### config.mk
export PLATFORM = sky130hd
export DESIGN_NAME = rams32_arbiter_flat
export DESIGN_NICKNAME = d
export VERILOG_FILES = /design/src/rtl/rams32_arbiter_if.sv /design/src/rtl/rams32_arbiter.sv /design/src/flat_wrapper.sv
export SDC_FILE = /design/constraint.sdc
export NUM_CORES = 1
export LEC_CHECK = 0
export BUFFER_PORTS_ARGS = -buffer_cell sky130_fd_sc_hd__buf_2
export CELL_PAD_IN_SITES_DETAIL_PLACEMENT = 1
export CELL_PAD_IN_SITES_GLOBAL_PLACEMENT = 1
export CORE_ASPECT_RATIO = 0.75
export CORE_MARGIN = 4
export CORE_UTILIZATION = 34
export DETAILED_ROUTE_END_ITERATION = 8
export GPL_TIMING_DRIVEN = 0
export HOLD_SLACK_MARGIN = 0.03
export PLACE_DENSITY_LB_ADDON = 0.1
export SLEW_MARGIN = 10
export SYNTH_ARGS = -nofsm -noshare
export SYNTH_HDL_FRONTEND = slang
export SYNTH_SLANG_ARGS = --single-unit
export TNS_END_PERCENT = 5
### constraint.sdc
create_clock -name CLK -period 2.8 [get_ports CLK]
set_input_delay 0.56 -clock CLK [delete_from_list [all_inputs] [get_ports CLK]]
set_output_delay 0.56 -clock CLK [all_outputs]
set_load 0.02 [all_outputs]
### src/rtl/rams32_arbiter_if.sv
// Bus bundle between rams32_arbiter, its two requesters and the 32x1 RAM cell.
//   req0/we0/adr0/din0   requester 0 access request, type, address, write data
//   gnt0/rvalid0/rdata0  requester 0 grant, read-data valid pulse, read data
//   req1..rdata1         the same set for requester 1
//   busy                 high while the post-reset clear sweep runs
//   ram_adr/ram_i/ram_we RAM address, data input and write enable
//   ram_o                RAM asynchronous data output
// Modport slave is the arbiter's view; modport master is the client/RAM side.
interface rams32_arbiter_if;
  logic       req0;
  logic       we0;
  logic [4:0] adr0;
  logic       din0;
  logic       gnt0;
  logic       rvalid0;
  logic       rdata0;

  logic       req1;
  logic       we1;
  logic [4:0] adr1;
  logic       din1;
  logic       gnt1;
  logic       rvalid1;
  logic       rdata1;

  logic       busy;
  logic [4:0] ram_adr;
  logic       ram_i;
  logic       ram_we;
  logic       ram_o;

  modport slave (
    input  req0, we0, adr0, din0,
    output gnt0, rvalid0, rdata0,
    input  req1, we1, adr1, din1,
    output gnt1, rvalid1, rdata1,
    output busy,
    output ram_adr, ram_i, ram_we,
    input  ram_o
  );

  modport master (
    output req0, we0, adr0, din0,
    input  gnt0, rvalid0, rdata0,
    output req1, we1, adr1, din1,
    input  gnt1, rvalid1, rdata1,
    input  busy,
    input  ram_adr, ram_i, ram_we,
    output ram_o
  );
endinterface

### src/rtl/rams32_arbiter.sv
// Sequencer and two-port round-robin arbiter for a single 32x1 distributed RAM
// cell (asynchronous read, synchronous write).  After reset it optionally
// writes CLR_VAL into all 32 locations, then shares the RAM between two
// requesters with a combinational same-cycle grant and registered read data.
//   CLK    clock, all state changes on the rising edge
//   RST_N  asynchronous active-low reset
//   bus    rams32_arbiter_if.slave: requester handshakes, busy, RAM pins
module rams32_arbiter #(
  parameter logic CLR_VAL      = 1'b0,
  parameter bit   CLEAR_ON_RST = 1'b1
) (
  input  logic                  CLK,
  input  logic                  RST_N,
  rams32_arbiter_if.slave       bus
);

  // One-hot style encodings leave 2'b00 and 2'b11 unreachable; both fall
  // back to RUN through the default branch.
  localparam logic [1:0] ST_CLEAR = 2'b01;
  localparam logic [1:0] ST_RUN   = 2'b10;
  localparam logic [1:0] ST_RESET = CLEAR_ON_RST ? ST_CLEAR : ST_RUN;

  logic [1:0] state;
  logic [1:0] state_nxt;
  logic [4:0] clr_cnt;
  logic       last_gnt;   // 1 = requester 1 won most recently

  logic       gnt0;
  logic       gnt1;
  logic       rd0;
  logic       rd1;
  logic [4:0] ram_adr;
  logic       ram_i;
  logic       ram_we;
  logic       busy;

  logic       rvalid0_p1;
  logic       rvalid1_p1;
  logic       rdata0_p1;
  logic       rdata1_p1;

  always_comb begin
    state_nxt = ST_RUN;
    gnt0      = 1'b0;
    gnt1      = 1'b0;
    ram_adr   = 5'd0;
    ram_i     = 1'b0;
    ram_we    = 1'b0;
    busy      = 1'b0;
    case (state)
      ST_CLEAR: begin
        // Requests are ignored here and simply remain pending.
        ram_adr   = clr_cnt;
        ram_i     = CLR_VAL;
        ram_we    = 1'b1;
        busy      = 1'b1;
        state_nxt = (clr_cnt == 5'd31) ? ST_RUN : ST_CLEAR;
      end
      ST_RUN: begin
        // On a tie the requester that did not win last time is granted.
        gnt0 = bus.req0 & (~bus.req1 | last_gnt);
        gnt1 = bus.req1 & (~bus.req0 | ~last_gnt);
        if (gnt0) begin
          ram_adr = bus.adr0;
          ram_i   = bus.din0;
          ram_we  = bus.we0;
        end else if (gnt1) begin
          ram_adr = bus.adr1;
          ram_i   = bus.din1;
          ram_we  = bus.we1;
        end
      end
      default: state_nxt = ST_RUN;
    endcase
  end

  assign rd0 = gnt0 & ~bus.we0;
  assign rd1 = gnt1 & ~bus.we1;

  // Stage p0 -> p1: grant cycle samples the asynchronous RAM output.
  always_ff @(posedge CLK or negedge RST_N) begin
    if (!RST_N) begin
      state      <= ST_RESET;
      clr_cnt    <= 5'd0;
      last_gnt   <= 1'b1;
      rvalid0_p1 <= 1'b0;
      rvalid1_p1 <= 1'b0;
      rdata0_p1  <= 1'b0;
      rdata1_p1  <= 1'b0;
    end else begin
      state <= state_nxt;
      if (state == ST_CLEAR) begin
        clr_cnt <= clr_cnt + 5'd1;   // wraps 31 -> 0 as the sweep ends
      end
      if (gnt0) begin
        last_gnt <= 1'b0;
      end else if (gnt1) begin
        last_gnt <= 1'b1;
      end
      rvalid0_p1 <= rd0;
      rvalid1_p1 <= rd1;
      if (rd0) begin
        rdata0_p1 <= bus.ram_o;
      end
      if (rd1) begin
        rdata1_p1 <= bus.ram_o;
      end
    end
  end

  assign bus.gnt0    = gnt0;
  assign bus.gnt1    = gnt1;
  assign bus.rvalid0 = rvalid0_p1;
  assign bus.rvalid1 = rvalid1_p1;
  assign bus.rdata0  = rdata0_p1;
  assign bus.rdata1  = rdata1_p1;
  assign bus.busy    = busy;
  assign bus.ram_adr = ram_adr;
  assign bus.ram_i   = ram_i;
  assign bus.ram_we  = ram_we;

endmodule

### src/flat_wrapper.sv
// flat-port wrapper written by rule: the top's interface ports become plain ports
module rams32_arbiter_flat 
#(
  parameter logic CLR_VAL      = 1'b0,
  parameter bit   CLEAR_ON_RST = 1'b1
)
  (CLK, RST_N, bus_req0, bus_we0, bus_adr0, bus_din0, bus_gnt0, bus_rvalid0, bus_rdata0, bus_req1, bus_we1, bus_adr1, bus_din1, bus_gnt1, bus_rvalid1, bus_rdata1, bus_busy, bus_ram_adr, bus_ram_i, bus_ram_we, bus_ram_o);
  rams32_arbiter_if bus_i ();
  input  logic CLK;
  input  logic RST_N;
  input wire logic [$bits(bus_i.req0)-1:0] bus_req0;
  input wire logic [$bits(bus_i.we0)-1:0] bus_we0;
  input wire logic [$bits(bus_i.adr0)-1:0] bus_adr0;
  input wire logic [$bits(bus_i.din0)-1:0] bus_din0;
  output wire logic [$bits(bus_i.gnt0)-1:0] bus_gnt0;
  output wire logic [$bits(bus_i.rvalid0)-1:0] bus_rvalid0;
  output wire logic [$bits(bus_i.rdata0)-1:0] bus_rdata0;
  input wire logic [$bits(bus_i.req1)-1:0] bus_req1;
  input wire logic [$bits(bus_i.we1)-1:0] bus_we1;
  input wire logic [$bits(bus_i.adr1)-1:0] bus_adr1;
  input wire logic [$bits(bus_i.din1)-1:0] bus_din1;
  output wire logic [$bits(bus_i.gnt1)-1:0] bus_gnt1;
  output wire logic [$bits(bus_i.rvalid1)-1:0] bus_rvalid1;
  output wire logic [$bits(bus_i.rdata1)-1:0] bus_rdata1;
  output wire logic [$bits(bus_i.busy)-1:0] bus_busy;
  output wire logic [$bits(bus_i.ram_adr)-1:0] bus_ram_adr;
  output wire logic [$bits(bus_i.ram_i)-1:0] bus_ram_i;
  output wire logic [$bits(bus_i.ram_we)-1:0] bus_ram_we;
  input wire logic [$bits(bus_i.ram_o)-1:0] bus_ram_o;
  assign bus_i.req0 = bus_req0;
  assign bus_i.we0 = bus_we0;
  assign bus_i.adr0 = bus_adr0;
  assign bus_i.din0 = bus_din0;
  assign bus_gnt0 = bus_i.gnt0;
  assign bus_rvalid0 = bus_i.rvalid0;
  assign bus_rdata0 = bus_i.rdata0;
  assign bus_i.req1 = bus_req1;
  assign bus_i.we1 = bus_we1;
  assign bus_i.adr1 = bus_adr1;
  assign bus_i.din1 = bus_din1;
  assign bus_gnt1 = bus_i.gnt1;
  assign bus_rvalid1 = bus_i.rvalid1;
  assign bus_rdata1 = bus_i.rdata1;
  assign bus_busy = bus_i.busy;
  assign bus_ram_adr = bus_i.ram_adr;
  assign bus_ram_i = bus_i.ram_i;
  assign bus_ram_we = bus_i.ram_we;
  assign bus_i.ram_o = bus_ram_o;
  rams32_arbiter #(.CLR_VAL(CLR_VAL), .CLEAR_ON_RST(CLEAR_ON_RST)) u_core (.CLK(CLK), .RST_N(RST_N), .bus(bus_i));
endmodule
======== After elaboration in Yosys (flattened, before gate mapping) ========
Cells that the tools add are included.
operators by class
  add/subtract/negate cells ............... 1
  equal/unequal tests ..................... 3
  muxes and demuxes ....................... 16
  bitwise gates (word level) .............. 11
  reduce and logical (&&, ||, !) cells .... 1
operator list
  cell                                                 count
  two-way mux 1 bit                                    10
  two-way mux 5 bit                                    2
  case mux 5 bit (2 select lines)                      1
  adder 5 x 1 -> 5 bit, second input constant          1
  equality test 5 bit, second input constant           1
  NOT 1 bit                                            5
  AND 1 bit                                            4
  two-way mux 2 bit                                    2
  equality test 2 x 1 -> 1 bit, second input constant  1
  equality test 2 bit, second input constant           1
  OR 1 bit                                             2
  case mux 1 bit (2 select lines)                      1
  nonzero test 2 bit                                   1
storage, ports and cells
  flip-flop bits (word level) ............. 12
  bits of input ports ..................... 19
  output and inout bits ................... 14
  logic and storage cells ................. 39

======== Longest topological paths before layout ========
  depth in word-level cells ............... 6
  gate-level depth with buffers ........... 6
  gate-level depth less buffers ........... 5

======== Worst setup path before layout ========
OpenSTA, ideal clock, no wires.
  kind .................................... register to output
  start ................................... register u_core.state[0]
  end ..................................... output port bus_ram_adr[0]
  arrival ................................. 1.592 ns
  data required time ...................... 2.240 ns
  setup slack ............................. 0.648 ns
  cell stages (with the launch flop) ...... 6
  path buffers ............................ 1
  cell sequence ........................... dfstp_2 -> ha_1 -> buf_2 -> nor2b_1 -> and2_0 -> a221o_1
on the way
  cells in the longest elaborated chain, start to end .. 2
  elaborated cells between the ends (all ways) .. 3
  classes of those cells .................. 2 x eq/ne; 1 x mux
RTL lines
  element                                                                     RTL line              text
  start, declared                                                             rams32_arbiter.sv:23  logic [1:0] state;
  start signal, assigned                                                      rams32_arbiter.sv:91  state <= state_nxt;
  equality test 2 bit / equality test 2 x 1 -> 1 bit (equally long branches)  rams32_arbiter.sv:50  case (state)
  case mux 5 bit (2 select lines) (*)                                         rams32_arbiter.sv:50
  end, declared                                                               flat_wrapper.sv:26    output wire logic [$bits(bus_i.ram_adr)-1:0] bus_ram_adr;
Mark *: on every way between the ends. The rest lies on a longest branch, timed or not.

======== Worst setup path after layout ========
  start ................................... register u_core.state[0]
  end ..................................... output port bus_ram_adr[1]
Same word-level chain as after synthesis.

==> run metrics <==
met2 Use GR=18.0%; final period utilization=between 90% and 100%; crit-path cells=inv_1 -> ha_1 -> a211oi_2 -> a221o_1 -> buf_2; M1 GR Usage=roughly 18%; post-cts sizing count=0; initial antenna violation count=0; share of layout cells above drive strength 1=a little under half; Initial Util=36.6%; Routed WL=1.49 mm; RSZ-0062 raised after global routing=no; H-tree levels=1; Syn Area/Cell=11.8 sq um; design area=872 sq um; Peak VDD IR=0.000376 V; global route overflow=0; Via Count=543; total power=roughly 0.00042 W; Pre-antenna DRT Iters=3; Clock Skews=4.00 ps; Slew Limit Fails=0; crit path capture type=primary output; gpl congestion=0.643; pwr/cell area=between 400 and 500 nW/um^2; synth-to-layout area growth=34.6%; Hold WS=between 150 and 200 ps; worst hold path type=input port to async pin; Crit-path slowest cell=dfstp_2; die area=2680 sq um; setup TNS=0 ps; cells after synthesis=55; Worst Tran Pin Value=433 ps; Distinct cells, synth=21; Worst-Skew Late Latency=between 200 and 300 ps; met3 Use GR=3.12%; CTS tree=yes; largest net degree at the start of global routing=13; fin cells=113; WS Path Type=register to primary output; core area=1770 sq um; vias in the first global route=564; Finish-stage setup viols=0; hold_buf cts=0; synthesized net count=a little under 80; Worst slew margin=71.1%; Critical Path RT=2240 ps; port bufs=32; drt initial violations=11; f_max=0.395 GHz; multi-input logic area=~320 sq um; Final #Nets=115; dpl cell area=~840 sq um; # placed instances=109; Pleak=approximately 0.5 nW; status=finished clean; max incr delay on CP=530 ps; antenna viol nets, final=0; number of antenna diodes=0; wire per inst=between 10 and 15 um; busiest grt layer=met2; gr usage total=12.8%; Post-Syn Area=648 sq um; Fillers=between 200 and 250; clk sinks=12; FF+latch area=303 sq um; synth warn=0; crit path DAT=1970 ps; hpwl dp=approximately 1.3 mm; synthesized flop and latch total=12; sequential area share after synthesis=between 40% and 50%; Critical Path Fanout Max=6; Die W=about 58 um; setup bufs post-CTS=0; clock-pin slew on the worst setup and hold paths=roughly 70 ps; Clock Root Buffer=clkbuf_4; Die Span Y=approximately 46 um; clock buffer count from CTS=3; total of max-cap violations=0; drc violations=0; Site Rows=13; Final Hold Viols=0; CP Launch Type=register; clk buf depth=2; Final Critical Period=2530 ps; routed vias/inst=4.81; first-pass GRT wire length=2.53 mm; io pins=33
==> cells in the mapped netlist (all sizes together) <==
library cell,n,area [sq um]
dfrtp,10,250
a221o,6,60.1
and2,5,31.3
inv,5,18.8
ha,4,50.1
mux2,4,45.0
a211oi,3,37.5
nand2,3,11.3
a21oi,2,10.0
dfstp,2,52.6
xnor2,2,17.5
a211o,1,8.76
a22o,1,8.76
and3,1,6.26
buf,1,5.00
nand2b,1,6.26
nand4,1,6.26
nor2b,1,6.26
o21bai,1,7.51
xor2,1,8.76
==> per-stage QoR <==
| step | setup WS (ps) | util (%) |
|---|---|---|
| CTS | 260 | 49.2 |
| detailed placement | 572 | 47.1 |
| floorplan | 648 | - |
| global placement | 567 | 47.1 |
| global route | 158 | 49.2 |
| finish | 268 | 49.2 |
==> power breakdown <==
group	switching (W)	internal, W	total [W]
Clock	0.0000545	0.0000789	0.000133
Sequential	0.00000572	0.000185	0.000190
Combinational	0.0000588	0.0000400	0.0000988
Total	0.000119	0.000304	0.000423
==> per-layer routing <==
metal / vias up / share of wire [%]
met1: 239 / 49
li1: 276 / -
met5: - / 0
met3: 2 / 13
met4: 0 / 0.27
met2: 26 / 38
==> layout make-up <==
type                       instances  area share, %
multi-input combinational         37           36.9
sequential                        12           34.7
timing repair buffer              32           18.4
clock buffer                       4           4.16
tap                               22           3.16
inverter                           5           2.15
buffer                             1          0.574
==> worst max-delay path: cells and delay by family (launching register included) <==
kind,cells,cell delay (ps)
compound gates,2,640
flops,1,530
fa+ha+maj,1,340
buf+inv,2,200
==> cell families after synthesis <==
logic type	after synthesis	synth area share [%]
AO/OA/AOI/OAI	14	20.5
AND/OR/NAND/NOR	12	10.4
flip-flops	12	46.7
buffers and inverters	6	3.67
multiplexers	4	6.95
adder cells (fa/ha/maj)	4	7.72
XOR/XNOR	3	4.05
==> final timing paths <==
kind | from | end | slack [ps] | cells past startpoint
setup / recovery | u_core.state[0] | bus_ram_adr[1] | 270 | 5
hold / removal | RST_N | u_core.bus.rdata0 | 150 | 1
setup reg to reg | u_core.clr_cnt[0] | u_core.clr_cnt[4] | 1300 | 4
hold reg to reg | u_core.bus.rdata1 | u_core.bus.rdata1 | 490 | 1
max in group asynchronous | RST_N | u_core.state[0] | 2380 | 1
min in group CLK | u_core.bus.rdata1 | u_core.bus.rdata1 | 490 | 1
==> state kept, by name (all words and copies together), names as in the netlist <==
signal / flops
u_core.clr_cnt: 5
u_core.state: 2
u_core.bus.rdata0: 1
u_core.bus.rdata1: 1
u_core.bus.rvalid0: 1
u_core.bus.rvalid1: 1
u_core.last_gnt: 1
==> cell usage in the layout, fill, tap and decap left out <==
cell type and instances:
a21oi_1 2, nand2b_1 1, nand4_1 1, o21bai_1 1, a211o_1 1, clkbuf_4 3
clkbuf_8 1, inv_1 4, buf_2 33, a22o_1 1, dfrtp_1 10, dfstp_2 2
mux2_1 4, xnor2_1 2, a221o_1 6, a211oi_2 3, inv_2 1, nand2_1 3
and2_0 5, ha_1 4, nor2b_1 1, xor2_1 1, and3_1 1
No activity file was read; power rests on OpenSTA's default activity.
